File: config.mk
export PLATFORM = sky130hd
export DESIGN_NAME = snell_refract
export DESIGN_NICKNAME = d
export VERILOG_FILES = /design/src/rtl/snell_refract.sv
export SDC_FILE = /design/constraint.sdc
export NUM_CORES = 1
export LEC_CHECK = 0
export CAP_MARGIN = 0
export CORE_UTILIZATION = 30
export DETAILED_ROUTE_END_ITERATION = 10
export HOLD_SLACK_MARGIN = 0.12
export PLACE_DENSITY = 0.44
export REMOVE_ABC_BUFFERS = 1
export SETUP_SLACK_MARGIN = 0.1
export SLEW_MARGIN = 30
export SYNTH_ARGS = -nofsm -noshare
export SYNTH_HDL_FRONTEND = slang
export SYNTH_SLANG_ARGS = --single-unit
File: constraint.sdc
create_clock -name clk -period 13 [get_ports clk]
set_input_delay 2.6 -clock clk [delete_from_list [all_inputs] [get_ports clk]]
set_output_delay 2.6 -clock clk [all_outputs]
set_load 0.01 [all_outputs]
File: src/rtl/snell_refract.sv
// snell_refract -- refraction stage of an optical ray pipeline.
// Computes sin_r = floor(n1 * sin_i / n2) (Snell's law) with a bit-serial
// restoring divider and flags total internal reflection or a zero n2.
//
// Ports
//   clk       : clock, all state changes on its rising edge
//   rst       : synchronous, active-high reset
//   in_valid  : upstream operand set valid
//   in_ready  : block idle and able to accept an operand set
//   sin_i     : sine of incidence angle, unsigned Q1.8 (256 = 1.0)
//   n1, n2    : incident / refracted refractive index, unsigned Q2.6
//   out_valid : result valid (held until out_ready)
//   out_ready : downstream accepts the result
//   sin_r     : sine of refraction angle, unsigned Q1.8
//   tir       : total internal reflection (quotient would exceed 1.0)
//   err       : invalid operand (n2 = 0)
module snell_refract (
  input  logic       clk,
  input  logic       rst,
  input  logic       in_valid,
  output logic       in_ready,
  input  logic [8:0] sin_i,
  input  logic [7:0] n1,
  input  logic [7:0] n2,
  output logic       out_valid,
  input  logic       out_ready,
  output logic [8:0] sin_r,
  output logic       tir,
  output logic       err
);

  typedef enum logic [2:0] {
    IDLE = 3'd0,
    MUL  = 3'd1,
    CHK  = 3'd2,
    DIV  = 3'd3,
    DONE = 3'd4
  } state_t;

  state_t      state, state_next;

  logic [8:0]  sin_c;      // clamped incidence sine
  logic [7:0]  n1_q;
  logic [7:0]  n2_q;
  logic [16:0] prod;       // n1 * sin_i, Q3.14
  logic [7:0]  rem;        // partial remainder, always < n2
  logic [8:0]  dvd;        // dividend bits still to be shifted in, MSB first
  logic [8:0]  quo;
  logic [3:0]  cnt;
  logic [8:0]  sin_r_q;
  logic        tir_q;
  logic        err_q;

  logic [8:0]  trial;
  logic        trial_ge;
  logic [16:0] tir_thresh;
  logic        accept;

  assign accept = (state == IDLE) && in_valid;

  // Divider trial subtraction and TIR threshold (257 * n2 <=> quotient > 256)
  always_comb begin
    trial      = {rem, dvd[8]};
    trial_ge   = (trial >= {1'b0, n2_q});
    tir_thresh = 17'(n2_q) * 17'd257;
  end

  // State register
  always_ff @(posedge clk) begin
    if (rst) begin
      state <= IDLE;
    end else begin
      state <= state_next;
    end
  end

  // Next-state logic
  always_comb begin
    state_next = state;
    case (state)
      IDLE: begin
        if (in_valid) state_next = MUL;
        else          state_next = IDLE;
      end
      MUL:  state_next = CHK;
      CHK: begin
        if ((n2_q == 8'd0) || (prod >= tir_thresh)) state_next = DONE;
        else                                         state_next = DIV;
      end
      DIV: begin
        // cnt counts completed quotient bits; the 9th bit lands on cnt == 8
        if (cnt == 4'd8) state_next = DONE;
        else             state_next = DIV;
      end
      DONE: begin
        if (out_ready) state_next = IDLE;
        else           state_next = DONE;
      end
      default: state_next = IDLE;
    endcase
  end

  // Handshake outputs decoded from the state register
  always_comb begin
    in_ready  = (state == IDLE);
    out_valid = (state == DONE);
  end

  // Datapath: operand capture, product, check, serial division
  always_ff @(posedge clk) begin
    if (rst) begin
      sin_c   <= 9'd0;
      n1_q    <= 8'd0;
      n2_q    <= 8'd0;
      prod    <= 17'd0;
      rem     <= 8'd0;
      dvd     <= 9'd0;
      quo     <= 9'd0;
      cnt     <= 4'd0;
      sin_r_q <= 9'd0;
      tir_q   <= 1'b0;
      err_q   <= 1'b0;
    end else begin
      case (state)
        IDLE: begin
          if (accept) begin
            sin_c   <= (sin_i > 9'd256) ? 9'd256 : sin_i;
            n1_q    <= n1;
            n2_q    <= n2;
            tir_q   <= 1'b0;
            err_q   <= 1'b0;
            sin_r_q <= 9'd0;
          end
        end
        MUL: begin
          prod <= 17'(n1_q) * 17'(sin_c);
        end
        CHK: begin
          if (n2_q == 8'd0) begin
            err_q   <= 1'b1;
            sin_r_q <= 9'd0;
          end else if (prod >= tir_thresh) begin
            tir_q   <= 1'b1;
            sin_r_q <= 9'd0;
          end else begin
            // prod < 257*n2 guarantees prod[16:9] < n2, so 9 quotient bits suffice
            rem <= prod[16:9];
            dvd <= prod[8:0];
            quo <= 9'd0;
            cnt <= 4'd0;
          end
        end
        DIV: begin
          if (trial_ge) rem <= 8'(trial - {1'b0, n2_q});
          else          rem <= trial[7:0];
          dvd <= {dvd[7:0], 1'b0};
          quo <= {quo[7:0], trial_ge};
          cnt <= cnt + 4'd1;
          if (cnt == 4'd8) sin_r_q <= {quo[7:0], trial_ge};
        end
        DONE: begin
          // results held until the downstream handshake
        end
        default: begin
          sin_r_q <= 9'd0;
        end
      endcase
    end
  end

  assign sin_r = sin_r_q;
  assign tir   = tir_q;
  assign err   = err_q;

endmodule

* After elaboration in Yosys (flattened, before gate mapping)
Cells that the tools add are included.
Operators by class: equal/unequal tests 12, bitwise logic cells 1, mux-type cells 30, $lt $le $gt $ge 3, reduce and logical (&&, ||, !) cells 12, add/subtract/negate cells 2, multiply operators 2
Operators with widths (number):
- 9-bit two-way mux | 7
- 8-bit two-way mux | 5
- 9-bit case mux with 4 select lines | 1
- 8-bit case mux with 2 select lines | 2
- 9-bit case mux with 2 select lines | 1
- 17-bit >= comparator | 1
- 8-bit by 9-bit multiplier with 17-bit output | 1
- 8-bit by 9-bit multiplier with 17-bit output, second input constant | 1
- 3-bit case mux with 5 select lines | 1
- 2-bit inequality test, second input constant | 5
- 9-bit by 8-bit >= comparator with 1-bit output | 1
- 9-bit greater-than comparator, second input constant | 1
- 3-bit two-way mux | 3
- 8-bit logical NOT | 1
- 4-bit two-way mux | 2
- 4-bit case mux with 2 select lines | 1
- 4-bit AND reduction | 2
- 8-bit subtractor | 1
- 3-bit by 2-bit == test with 1-bit output, second input constant | 2
- 3-bit AND reduction | 2
- 1-bit two-way mux | 5
- 4-bit by 1-bit adder with 4-bit output, second input constant | 1
- 4-bit == test, second input constant | 1
- 1-bit case mux with 2 select lines | 2
- other kinds (11) | 12
Storage, ports and cells: input port bits 29, output and inout port bits 13, word-level logic and storage cells 74, register bits 85

* Depth between registers and ports, before layout
Gate-level depths: netlist of the first run.
depth in word-level cells 5, depth in mapped cells 16, mapped depth without buffers 16

* Worst setup path after synthesis of the first run
OpenSTA, ideal clock, no wires.
path kind register -> register, from register n1_q[7], to register prod[16], path buffers 0, clock period less this slack 4.304 ns, data arrival time 4.208 ns, data required time 12.904 ns, stages on the path, launching flop included 16, path slack 8.696 ns, setup time 0.096 ns, cell sequence dfxtp_1 -> nand2_1 -> fa_1 -> fa_1 -> inv_1 -> fa_1 -> inv_1 -> fa_1 -> inv_1 -> ha_1 -> a21oi_1 -> o211ai_1 -> a221oi_1 -> o21ai_0 -> nand4_1 -> nor4b_1
On the way: longest elaborated chain between the ends 1
Ends and longest elaborated chain:
- start, declared | line 43 | logic [7:0] n1_q;
- start signal, assigned | line 128 | n1_q <= n1;
- 8-bit by 9-bit multiplier with 17-bit output | line 136 | prod <= 17'(n1_q) * 17'(sin_c);
- end signal, assigned | line 136
- end, declared | line 45 | logic [16:0] prod;
Every way passes these cells. A chain may end at the register's enable or synchronous reset.

* Worst setup path in the final report of the first run
from register sin_c[1], to register prod[16]
On the way: longest elaborated chain between the ends 1
Ends and longest elaborated chain:
- start, declared | line 42 | logic [8:0] sin_c;
- start signal, assigned | line 127 | sin_c <= (sin_i > 9'd256) ? 9'd256 : sin_i;
- 8-bit by 9-bit multiplier with 17-bit output | line 136
Every way passes these cells.

==> results.md, run 1 <==
* Status: complete, no violations
* Clock Skew at 0.01253 ns
* Clk slew on worst S/H paths at 0.08 ns
* Final Max Slew Viols at 0
* Max-Slew Margin vs Limit at 42.83%
* DRC viols at 0
* CP max stage delay at 0.56 ns
* Setup crit start kind: flop
* Filler instances at 2146
* Global route hottest layer: met2
* Layout area overhead at 15.01%
* RSZ-0062 raised after global routing: false
* Crit path kind: reg -> reg
* Die Footprint at 22100 sq um
* Antenna-violating nets left at 0
* Crit path cell chain: nand2_1, fa_1, fa_1, inv_1, fa_1, inv_1, fa_1, inv_1, ha_1, a21oi_1, o211ai_1, a221oi_1, o21ai_0, nor4_1, nor4b_1
* # Post-CTS Setup Buffers at 0
* HP Class: reg -> reg
* CTS Hold Bufs at 0
* CP required at 13.21 ns
* Sequential fraction of the synthesis area at 26.37%
* Setup crit end kind: flop
* Antenna violations before repair at 0
* Via density at 4.911
* Worst VDD drop at 0.07202 mV
* Top post-synthesis cells by area: dfxtp_1 (26%), fa_1 (13%), ha_1 (12%)
* Drt pass-1 iters at 4
* PwrDens at 106.1 nW/um^2
* Ports at 42
* # resized after CTS at 0
* Max Cap Viol at 0
* Fmax achieved at 203.7 MHz
* Final RePlAce weighted congestion at 0.8390
* Final setup fails at 0
* Antenna diodes at 0
* Total global routing track utilization at 15.50%
* Starting Density at 30.69%
* Detail Placement HPWL at 12.39 mm
* Vias in the first global route at 5333
* Clock root buffer master: clkbuf_16
* Die Y at 148.7 um
* WL final at 16.07 mm
* Multi-input gate area at 4374 sq um
* Final Cycle Share at 37.76%
* Fin cells at 1068
* Met1 Track Usage GR at 20.14%
* Critical path's slowest cell: a221oi_1
* Max H-tree Level at 3
* Die W at 148.7 um
* Design Power at 0.7873 mW
* Leak pwr at 3.305 nW
* Worst-path fanout max at 9
* Ys async rst share at 0%
* Main synth FF type: dfxtp_1
* Global route overflow at 0
* First-pass GRT wire length at 26.74 mm
* Ys Warns at 0
* Setup TNS at 0 ns
* Core ar. at 21020 sq um
* Syn Inst Count at 762
* TritonCTS buffer count at 9
* Arrival @ worst endpoint at 5.12 ns
* Number of flops mapped to enable cells by yosys at 0
* Synthesized flop and latch total at 85
* Placed insts at 1052
* Routed via count at 5245
* Delay-heaviest family, CP: adder cells
* Clock Latency Late Sink at 0.36 ns
* Layout cell share with drive strength beyond 1 at 3.783%
* Library cells used by synthesis at 56
* Fin crit period at 4.909 ns
* Num Clock Sinks at 85
* Port bufs at 41
* Std cell rows at 53
* Clock Tree Buf Depth at 2
* Bufs and invs on worst path at 3
* Synth Cell Area at 6452 sq um
* WL per Instance at 15.05 um
* FF+latch area at 1702 sq um
* Area share of the largest cell type after synthesis at 26.37%
* Met2 usage at 26.12%
* Slew @ Worst Pin at 0.8576 ns
* Initial DRC Count at 144
* Largest net degree at the start of global routing at 62
* Most common cell after layout, fill and taps aside: nand2_1
* Leading area contributor after synthesis: dfxtp_1
* Final hold viol count at 0
* Most common cell on crit path: fa_1
* Syn_area_per_cell at 8.468 sq um
* Met3 Track Usage GR at 2.515%
* Most frequent cells in the layout: nand2_1 (111), dfxtp_1 (85), a21oi_1 (71), and2_1 (69), inv_1 (68)
* Fin nets at 923
* CTS tree: yes
layout make-up:
type | instances | share of cell area, %
Clock buffer | 9 | 3.035
Clock inverter | 7 | 0.9948
Inverter | 69 | 3.490
Multi-Input combinational cell | 577 | 58.94
Sequential cell | 85 | 22.93
Tap cell | 275 | 4.637
Timing Repair Buffer | 46 | 5.969
routing by layer:
layer | share of wire (%) | vias up
met2 | 48 | 72
met4 | 1.5 | 0
met1 | 48 | 2506
met5 | 0 | -
li1 | - | 2653
met3 | 2.4 | 14
sequential cells by signal, indices dropped and copies added, names as in the netlist:
signal  flops
cnt         4
dvd         9
err         1
n1_q        8
n2_q        8
prod       17
quo         8
rem         8
sin_c       9
sin_r       9
state       3
tir         1
worst reg2reg max path, stage by stage (launching register included):
cell,delay (ns)
dfxtp_1,0.50
nand2_1,0.12
fa_1,0.51
fa_1,0.54
inv_1,0.05
fa_1,0.52
inv_1,0.05
fa_1,0.52
inv_1,0.04
ha_1,0.36
a21oi_1,0.20
o211ai_1,0.21
a221oi_1,0.56
o21ai_0,0.26
nor4_1,0.22
nor4b_1,0.08
cell families after synthesis:
group	after synthesis	share of synthesized area, %
flops	85	26.37
mux	24	3.723
fa+ha+maj	106	25.56
buf+inv	100	6.011
xor+xnor	9	1.222
simple gates	292	23.00
compound gates	146	14.12
power by group:
group          leakage (nW)  switching (mW)  internal (mW)
registers             0.689          0.0248          0.276
clock network         0.148           0.130          0.137
logic                  2.47           0.135         0.0845
total                  3.30           0.290          0.497
Yosys cell counts (all sizes together), types with 3 or more instances:
library cell	instances
nand4	8
nor4b	3
clkbuf	26
a22o	6
o211ai	4
nand3b	7
o21ai	20
a211oi	3
o21a	4
nand3	25
nor2	19
dfxtp	85
or4	3
and2	71
nand2b	6
inv	69
nor4	4
fa	43
xor2	6
ha	63
nor3	14
o31ai	3
a21o	7
a21oi	72
and3	5
o221ai	3
buf	5
nand2	112
xnor2	3
a31oi	7
nor2b	5
or2	3
mux2i	24
or3	4
metrics by stage:
step / hold WS (ns) / utilization [%] / setup slack (ns) / area [sq um]
6_report: 0.4533 / 35.30 / 8.091 / 7421
5_1_grt: 0.4829 / 35.30 / 7.828 / 7421
4_1_cts: 0.4533 / 35.26 / 8.096 / 7412
3_3_place_gp: 0.4454 / 33.84 / 8.221 / 7113
3_5_place_dp: 0.4457 / 33.84 / 8.119 / 7113
2_1_floorplan: 0.4258 / - / 8.694 / 6324
final timing paths:
check | from | end | slack (ns) | cells past startpoint
max reg2reg | sin_c[1]$_SDFFE_PP0P_ | prod[16]$_SDFFE_PP0P_ | 8.09 | 15
min reg2reg | prod[0]$_SDFFE_PP0P_ | prod[0]$_SDFFE_PP0P_ | 0.45 | 2
min | prod[0]$_SDFFE_PP0P_ | prod[0]$_SDFFE_PP0P_ | 0.45 | 2
max | sin_c[1]$_SDFFE_PP0P_ | prod[16]$_SDFFE_PP0P_ | 8.09 | 15
Note: power is estimated with default switching activity, not from simulation.
==> run 2: changes to the inputs <==
- clock period: 13 -> 5 ns (I/O delays scaled with it)
==> results.md, run 2 (synthesis gave the netlist of run 1 again) <==
* Status: complete, no violations
* Critical path's slowest cell: fa_1
* Most common cell on crit path: fa_1
* Die W at 148.7 um
* Cells on Worst Hold Path at 2
* PwrDens at 278.1 nW/um^2
* Fin cells at 1072
* Setup TNS at 0 ns
* HP Class: reg -> reg
* TritonCTS buffer count at 9
* Clock Latency Late Sink at 0.35 ns
* Setup crit start kind: flop
* Clock Tree Buf Depth at 2
* Clk slew on worst S/H paths at 0.07 ns
* Via density at 4.900
* Final RePlAce weighted congestion at 0.8475
* Antenna-violating nets left at 0
* Final WS setup at 0.4205 ns
* Leak pwr at 3.331 nW
* Slew @ Worst Pin at 0.8683 ns
* Std cell rows at 53
* Fin nets at 927
* Pre-CTS WS at 0.1967 ns
* Drt pass-1 iters at 4
* WL final at 16.30 mm
* Final core utilization at 35.54%
* Max-Slew Margin vs Limit at 42.11%
* Minimum setup slack among reg-to-reg paths at 0.42 ns
* Core ar. at 21020 sq um
* CTS tree: yes
* Layout cell share with drive strength beyond 1 at 4.517%
* First-pass GRT wire length at 28.00 mm
* Biggest register: prod
* Detail Placement HPWL at 12.78 mm
* Crit path cell chain: nand2_1, fa_1, fa_1, inv_1, fa_1, inv_1, fa_1, inv_1, ha_1, a21oi_1, o211ai_1, a221oi_2, buf_4, o21bai_1, xnor2_1, o31ai_1
* Final Cycle Share at 91.59%
* Global route overflow at 0
* Die Y at 148.7 um
* Reg2reg start: sin_c[1]$_SDFFE_PP0P_
* Placed insts at 1055
* Antenna violations before repair at 0
* Max H-tree Level at 3
* Layout area overhead at 15.78%
* Setup crit end kind: flop
* Design area at 7471 sq um
* Final Max Slew Viols at 0
* Largest net degree at the start of global routing at 40
* RSZ-0062 raised after global routing: false
* Initial DRC Count at 223
* Largest register FFs at 17
* Most frequent cells in the layout: nand2_1 (111), dfxtp_1 (84), a21oi_1 (71), and2_1 (69), inv_1 (68)
* Starting Density at 30.69%
* Arrival @ worst endpoint at 4.84 ns
* R2r worst-path depth at 16
* Most common cell after layout, fill and taps aside: nand2_1
* Design Power at 2.078 mW
* CP required at 5.26 ns
* DP Area at 7136 sq um
* Clock root buffer master: clkbuf_16
* Ports at 42
* DRC viols at 0
* Crit path kind: reg -> reg
* Worst VDD drop at 0.1645 mV
* Hold path start: prod[0]$_SDFFE_PP0P_
* WL per Instance at 15.20 um
* Die Footprint at 22100 sq um
* Num Clock Sinks at 85
* Antenna diodes at 0
* Max Cap Viol at 0
* Routed via count at 5253
* Fmax achieved at 218.4 MHz
* CP max stage delay at 0.55 ns
* Vias in the first global route at 5588
* WHS at 0.4530 ns
* Worst-path fanout max at 9
* Final hold viol count at 0
* Clock Skew at 0.01724 ns
* Total global routing track utilization at 16.11%
* Final setup fails at 0
* Fin crit period at 4.580 ns
* CP startpoint: sin_c[1]$_SDFFE_PP0P_
* Port bufs at 41
run 2: cell count changes in the layout (fill, tap and decap cells not counted):
cell        before  now
buf_4            5    9
a221oi_1         1    0
a221oi_2         0    1
bufinv_16        0    1
clkinv_4         1    0
clkinv_8         1    0
clkinvlp_4       0    1
dfxtp_1         85   84
dfxtp_2          0    1
run 2: path summary, 6_finish.rpt:
path                                end
setup / recovery  prod[14]$_SDFFE_PP0P_
hold / removal     prod[0]$_SDFFE_PP0P_
hold reg to reg    prod[0]$_SDFFE_PP0P_
setup reg to reg  prod[14]$_SDFFE_PP0P_
run 2: critical path, delay by kind of cell, from the launching register on:
| kind | cells | cell delay [ns] |
|---|---|---|
| adder cells (fa/ha/maj) | 5 | 2.45 |
| flip-flops | 1 | 0.48 |
| AO/OA/AOI/OAI | 5 | 0.98 |
| buffers and inverters | 4 | 0.32 |
| XOR/XNOR | 1 | 0.13 |
| AND/OR/NAND/NOR | 1 | 0.12 |
run 2: repair_timing:
item	CTS	global route
endpoints found under the setup margin	0	2
hold buffers	0	0
resized for setup	0	2
buffers inserted	0	1
run 2: per-layer routing:
layer	track usage (%)	wire length (um)
met1	20.74	7831
met2	27.31	7663
met3	2.761	604
met4	5.000	199
met5	0	0
run 2: final cells by class:
cell class	count	area, sq um
fill	2188	13550
multi-input combinational	577	4380
sequential	85	1703
timing repair buffer	50	473.0
tap	275	344.1
inverter	69	259.0
clock buffer	9	225.2
clock inverter	7	86.33
run 2: power by group:
part / internal (mW) / total [mW] / switching (mW)
Sequential: 0.719 / 0.782 / 0.0630
Clock: 0.400 / 0.714 / 0.314
Combinational: 0.222 / 0.582 / 0.360
==> run 3: changes to the inputs <==
- CTS_CLUSTER_SIZE: not set -> 30
==> results of run 3 <==
Same layout as run 2: the final DEF is identical, and so are final timing and power.
==> RTL change: new RTL, flow settings as in run 3 <==
Reset style: asynchronous (`rst`), changed in 2 clocked blocks. Comments in the files are not updated.
--- a/src/rtl/snell_refract.sv
+++ b/src/rtl/snell_refract.sv
@@ -67,5 +67,5 @@
 
   // State register
-  always_ff @(posedge clk) begin
+  always_ff @(posedge clk or posedge rst) begin
     if (rst) begin
       state <= IDLE;
@@ -108,5 +108,5 @@
 
   // Datapath: operand capture, product, check, serial division
-  always_ff @(posedge clk) begin
+  always_ff @(posedge clk or posedge rst) begin
     if (rst) begin
       sin_c   <= 9'd0;
Behaviour: not the same (Yosys sat finds a counterexample within 4 cycles, from zero or initial values and one cycle with rst high; the reset may be asserted at any time).
==> RTL change against run 3 <==
- sequential cell count unchanged
- critical endpoint is now prod[16]
- hold slack better by 0.048 ns
- final area grew 3.4%
- worst setup slack better by 0.013 ns
- highest routed layer unchanged
- count of clock-buffer cells in the layout is the same
- first-iteration DRC count shrank 46%
- synthesized area up 4.2%
- routed wire length is 5.2% lower
- largest cell class unchanged
- critical path depth decreased by 2
Power is not shown: default switching activity piles up to over one toggle a cycle in this logic, so the estimate is an artifact.
==> RTL change: results (changes against run 3) <==
multi_input_area_um2: 4190  # -4.4%
clock_area_frac: 0.0374  # -0.00429
outcome: "finished, final reports clean"
grtUsageMet3: 0.0240  # -0.00366
ys_top_cells_by_count: "nand2_1, dfrtp_1, inv_1, ha_1, and2_1"
routedWlPerCell_um: 15.0  # -1.2%
met3_wirelength_um: 574  # -5.0%
cts_resized: 0  # unchanged
max_slew.worst_pin.slew_ns: 0.885  # +0.0166 ns
min_to: "prod[0]"
syn_inst: 708  # -7.1%
synth_mux_area_frac: 0.0477  # +0.0104
async_flop_share: 1.00  # +1.00
comb.multi_input.count: 517  # -10%
dp_hpwl_mm: 12.1  # -5.5%
yosys.area_share.adder: 0.245  # -0.0102
place_area_um2: 7430  # +4.2%
fin_cells: 1029  # -4.0%
yosysUniqueCellTypes: 59  # +5.4%
synth_area_leaders: "dfrtp_1, fa_1, ha_1"
num-fill-cells: 2287  # +4.5%
grt_start_max_net_pins: 45  # +13%
die_width_um: 152  # +2.0%
synth_xor_area_frac: 0.0208  # +0.00863
vias_per_cell: 4.78  # -2.4%
dr_wl_met2_mm: 7.17  # -6.4%
signal_buffers: 47  # -6.0%
use_met1: 0.185  # -0.0229
regArea_um2: 2130  # +25%
buffer_area_frac: 0.0590  # -0.00435
maxCapViolCount: 0  # unchanged
synth_compound_area_frac: 0.139  # -0.00193
fin_skew_ns: 0.0102  # -0.00709 ns
min_from: "prod[0]"
use_met2: 0.236  # -0.0370
grt_usage: 0.142  # -0.0193
wl_met1_mm: 7.39  # -5.7%
post-place-cells: 1013  # -4.0%
drive_above_1_share: 0.0788  # +0.0336
place.gp.congestion: 0.820  # -3.3%
rr_worst_depth: 14  # -2
ys_seq_area_frac: 0.316  # +0.0527
crit_fanout: 10  # +1
grt_pass1_wl_mm: 25.1  # -10%
grt_pass1_vias: 4938  # -12%
clock_sinks: 85  # unchanged
r2r_start: "n1_q[7]"
drt_iter0_drc: 121  # -46%
## RTL change: cell count changes after synthesis, moves of 15 or more
cell     delta
mux2_2     +24
dfrtp_1    +85
mux2i_1    -19
o21ai_0    +21
nand2_1    -22
nand3_1    -18
dfxtp_1    -85
inv_1      +15
a21oi_1    -32
## RTL change: critical path: cells and delay by family, from the launching register on
family                     cells  cell delay, ns
and+or+nand+nor                2            0.48
xor gates and xnor gates       1            0.12
buffers and inverters          2            0.09
DFF                            1            0.48
AOI/OAI and AO/OA              4            0.79
adders and majority gates      5            2.45
## RTL change: through the flow
step           setup WS (ns)  hold WS, ns   util
3_3_place_gp           0.405        0.478  0.340
6_report               0.434        0.502  0.353
5_1_grt                0.170        0.524  0.353
2_1_floorplan          0.593        0.450      -
4_1_cts                0.341        0.505  0.353
3_5_place_dp           0.366        0.490  0.340
